## config.mk

```make
export PLATFORM = sky130hd
export DESIGN_NAME = led_colour_seq
export DESIGN_NICKNAME = d
export VERILOG_FILES = /design/src/rtl/led_colour_seq.sv
export SDC_FILE = /design/constraint.sdc
export NUM_CORES = 1
export LEC_CHECK = 0
export CAP_MARGIN = 10
export CELL_PAD_IN_SITES_DETAIL_PLACEMENT = 0
export CELL_PAD_IN_SITES_GLOBAL_PLACEMENT = 1
export CORE_MARGIN = 2
export CORE_UTILIZATION = 27
export CTS_BUF_LIST = sky130_fd_sc_hd__clkbuf_4 sky130_fd_sc_hd__clkbuf_8 sky130_fd_sc_hd__clkbuf_16
export CTS_CLUSTER_SIZE = 30
export DETAILED_ROUTE_END_ITERATION = 10
export PLACE_DENSITY = 0.67
export SETUP_SLACK_MARGIN = 0.05
export SLEW_MARGIN = 20
export SYNTH_ARGS = -nofsm -noshare
export SYNTH_HDL_FRONTEND = slang
export SYNTH_SLANG_ARGS = --single-unit
export TNS_END_PERCENT = 5
```

## constraint.sdc

```tcl
create_clock -name clk -period 1.6 [get_ports clk]
set_input_delay 0.32 -clock clk [delete_from_list [all_inputs] [get_ports clk]]
set_output_delay 0.32 -clock clk [all_outputs]
set_load 0.02 [all_outputs]
```

## src/rtl/led_colour_seq.sv

```systemverilog
// Colour-code sequencer: steps a WIDTH-bit colour through MIN_VAL..MAX_VAL with wrap,
// direction, load and out-of-range recovery. Define LED_SEQ_AUTO_EN to add auto_en stepping.
module led_colour_seq #(
  parameter int WIDTH       = 3,
  parameter int MIN_VAL     = 1,
  parameter int MAX_VAL     = 6,
  parameter int EDGE_MODE   = 0,
  parameter int AUTO_PERIOD = 8
) (
  input  logic             clk,
  input  logic             rst,
  input  logic             button,
  input  logic             dir,
  input  logic             load,
  input  logic [WIDTH-1:0] load_val,
`ifdef LED_SEQ_AUTO_EN
  input  logic             auto_en,
`endif
  output logic [WIDTH-1:0] colour,
  output logic             wrap
);

  localparam logic [WIDTH-1:0] MIN_C = WIDTH'(MIN_VAL);
  localparam logic [WIDTH-1:0] MAX_C = WIDTH'(MAX_VAL);

  logic [WIDTH-1:0] r_colour;
  logic [WIDTH-1:0] w_colour_next;
  logic             r_wrap;
  logic             w_wrap_next;
  logic             r_button_q;
  logic             w_out_of_range;
  logic             w_btn_req;
  logic             w_step;

  // Edge mode needs the previous button level; it is tracked in both modes.
  assign w_btn_req      = (EDGE_MODE != 0) ? (button & ~r_button_q) : button;
  assign w_out_of_range = (r_colour < MIN_C) || (r_colour > MAX_C);

`ifdef LED_SEQ_AUTO_EN
  localparam int CW = (AUTO_PERIOD > 1) ? $clog2(AUTO_PERIOD) : 1;
  localparam logic [CW-1:0] LAST_CNT = CW'(AUTO_PERIOD - 1);

  logic [CW-1:0] r_auto_cnt;
  logic          w_auto_req;

  assign w_auto_req = auto_en && (r_auto_cnt == LAST_CNT);

  always_ff @(posedge clk) begin
    if (rst || load || !auto_en) begin
      r_auto_cnt <= '0;
    end else if (w_auto_req) begin
      r_auto_cnt <= '0;
    end else begin
      r_auto_cnt <= r_auto_cnt + CW'(1);
    end
  end

  assign w_step = w_btn_req | w_auto_req;
`else
  assign w_step = w_btn_req;
`endif

  // State register
  always_ff @(posedge clk) begin
    if (rst) begin
      r_colour   <= '0;
      r_wrap     <= 1'b0;
      r_button_q <= 1'b0;
    end else begin
      r_colour   <= w_colour_next;
      r_wrap     <= w_wrap_next;
      r_button_q <= button;
    end
  end

  // Next-state: load beats recovery beats step; the range check guards the +/-1.
  always_comb begin
    w_colour_next = r_colour;
    w_wrap_next   = 1'b0;
    if (load) begin
      w_colour_next = load_val;
    end else if (w_out_of_range) begin
      w_colour_next = MIN_C;
    end else if (w_step) begin
      if (!dir) begin
        if (r_colour == MAX_C) begin
          w_colour_next = MIN_C;
          w_wrap_next   = 1'b1;
        end else begin
          w_colour_next = r_colour + WIDTH'(1);
        end
      end else begin
        if (r_colour == MIN_C) begin
          w_colour_next = MAX_C;
          w_wrap_next   = 1'b1;
        end else begin
          w_colour_next = r_colour - WIDTH'(1);
        end
      end
    end
  end

  // Outputs
  always_comb begin
    colour = r_colour;
    wrap   = r_wrap;
  end

endmodule

```

==> results.txt <==
largest net degree at the start of global routing - 9
Fillers - 132
diode count - 0
post-synthesis sequential area ratio - 21.7%
CP max stage delay - 0.35 ns
Pwr Density - 772 mW/mm2
final clock skew - 0.00515 ns
Setup crit end kind - flip-flop
vias per std cell - 4.94
die height - 41.0 um
GRT Total Usage - 14.0%
number of synthesized flops with an enable pin - 0
Max-Cap Viols - 0
Startpoint Class - flip-flop
crit share post-route - 93.8%
ANT nets after route - 0
Clock Latency Late Sink - 0.24 ns
Reg area - 82.6 um2
syn nets - 58
Crit path top cell by count - inv_1
Worst-Margin Slew - 0.362 ns
CP top delay family - compound AO/OA/AOI/OAI gates
core area - 0.00128 mm2
DR vias - 395
Synth Register Bits - 4
die width - 41.0 um
status - finished clean
# rows - 13
Root Buffer - clkbuf_4
H-tree levels - 1
main flop type after synthesis - dfxtp_1
Period minus WS final - 1.50 ns
first-pass GRT wire length - 1.53 mm
worst slack, placed - -0.166 ns
initial antenna violation count - 0
routed wire length - 932 um
critical-path cell list - inv_1 -> ha_2 -> inv_1 -> a211o_1 -> a31o_1 -> a211oi_1
number of global-route vias before repair - 365
share of flip-flops with an asynchronous set or reset - 0%
area of the die - 0.00168 mm2
CP bufs+invs - 2
largest area contributor in the netlist - dfxtp_1
GRT overflow - 0
initial core utilization - 28.7%
top cell type's share of synthesized area - 21.7%
clk sinks - 4
Post-Synthesis Cells - 46
Leak - 0.271 nW
final setup fails - 0
clock transition at the registers of the reported paths - 0.04 ns
Pre-Repair DR Iteration Count - 4
worst-path fanout max - 6
layout cell share with drive strength beyond 1 - 26.2%
Crit Path Class - reg -> reg
Mapped Avg Cell Area - 8.02 um2
unrepaired setup endpoints after global routing - yes
area occupied by multi-input gates - 270 um2
hpwl dp - 748 um
synth top area cells - dfxtp_1 22%, ha_1 14%, nor3_1 5.4%, nor2b_1 5.1%, a31o_1 4.7%
Max Slew Vio Count - 0
maximum VDD drop - 0.282 mV
IO Port Bufs - 11
final hold viol count - 0
Req. time, crit path - 1.76 ns
Hold Path Class - reg -> reg
TritonCTS clock tree - built
total CTS buffers - 3
Ports - 12
clock buffer depth - 2
final worst setup slack - 0.0984 ns
Fmax - 0.666 GHz
final net count - 79
Mapped Area - 369 um2
GP Congestion - 0.743
area grow syn2layout - 54.6%
drt drc - 0
Arrival @ worst endpoint - 1.66 ns
Distinct cells, synth - 23
CP max-delay cell - dfxtp_2
Synthesis Warnings - 0
Iteration-0 DRC Markers - 4
Hold WS - 0.598 ns
Post-CTS Setup Bufs - 0
Routed WL per cell - 11.7 um
max_slew headroom - 75.3%
[area by class of cell]
| class | count | share of cell area (%) |
|---|---|---|
| flip-flops and latches | 4 | 14.5 |
| inverters | 4 | 2.63 |
| well taps | 15 | 3.29 |
| multi-input cells | 37 | 47.4 |
| repair buffers | 17 | 28.3 |
| clock buffers | 3 | 3.95 |
[logic make-up (layout without fill, tap and decap cells)]
logic type / after synthesis / count (layout) / share of synthesized area (%)
adder cells (fa/ha/maj): 4 / 4 / 13.6
AND/OR/NAND/NOR: 18 / 18 / 25.1
AO/OA/AOI/OAI: 14 / 14 / 29.8
flip-flops: 4 / 4 / 21.7
buffers and inverters: 5 / 24 / 7.12
multiplexers: 1 / 1 / 2.71
[through the flow]
stage          instance area (um2)  cells  utilization [%]  power [mW]  setup TNS (ns)
6_report                       571     80             44.4       0.441               0
4_1_cts                        556     80             43.2       0.445               0
3_5_place_dp                   534     77             41.6       0.313          -0.440
5_1_grt                        571     80             44.4       0.472        -0.00678
3_3_place_gp                   534     77             41.6       0.314          -0.363
2_1_floorplan                  372     46                -       0.231               0
[placed cells by master, fill, tap and decap left out, drive strengths merged, types with 2 or more instances in the layout]
master and n:
nor3 5, clkdlybuf4s50 7, nor2b 3, dlymetal6s2s 3, ha 4, buf 6
inv 4, clkbuf 3, nand2 4, dfxtp 4, nor2 4, a31o 2
o21ai 3
[where the power goes]
| part | switching [mW] | internal [mW] |
|---|---|---|
| sequential | 0.0141 | 0.112 |
| combinational | 0.0888 | 0.0960 |
| clock | 0.0458 | 0.0842 |
| total | 0.149 | 0.292 |
[state kept, by name, indices dropped and copies added (netlist names)]
signal and flops:
wrap 1, colour 3
[layer usage]
metal / GRT usage, % / share of wire, % / wire length [um]
met3: 3.26 / 2.0 / 19
met5: 0 / 0 / 0
met1: 17.9 / 50 / 465
met4: 5.00 / 1.2 / 11
met2: 22.7 / 47 / 436
[worst paths after layout]
path	cells past startpoint	slack, ns	to	startpoint
max	6	0.1	colour[2]$_SDFFE_PP0P_	colour[1]$_SDFFE_PP0P_
min	2	0.60	colour[1]$_SDFFE_PP0P_	colour[1]$_SDFFE_PP0P_
max reg2reg	6	0.1	colour[2]$_SDFFE_PP0P_	colour[1]$_SDFFE_PP0P_
min reg2reg	2	0.60	colour[1]$_SDFFE_PP0P_	colour[1]$_SDFFE_PP0P_
[worst register-to-register path, stage by stage, from the launching register on]
cell,delay (ns)
dfxtp_2,0.35
inv_1,0.13
ha_2,0.23
inv_1,0.05
a211o_1,0.25
a31o_1,0.22
a211oi_1,0.20
[repair_timing]
action                                  4_1_cts  5_1_grt
gates resized for setup                       1        6
endpoints found under the setup margin        3        5
gates cloned                                  0        0
hold buffers                                  0        0
(Power assumes the default switching activity.)
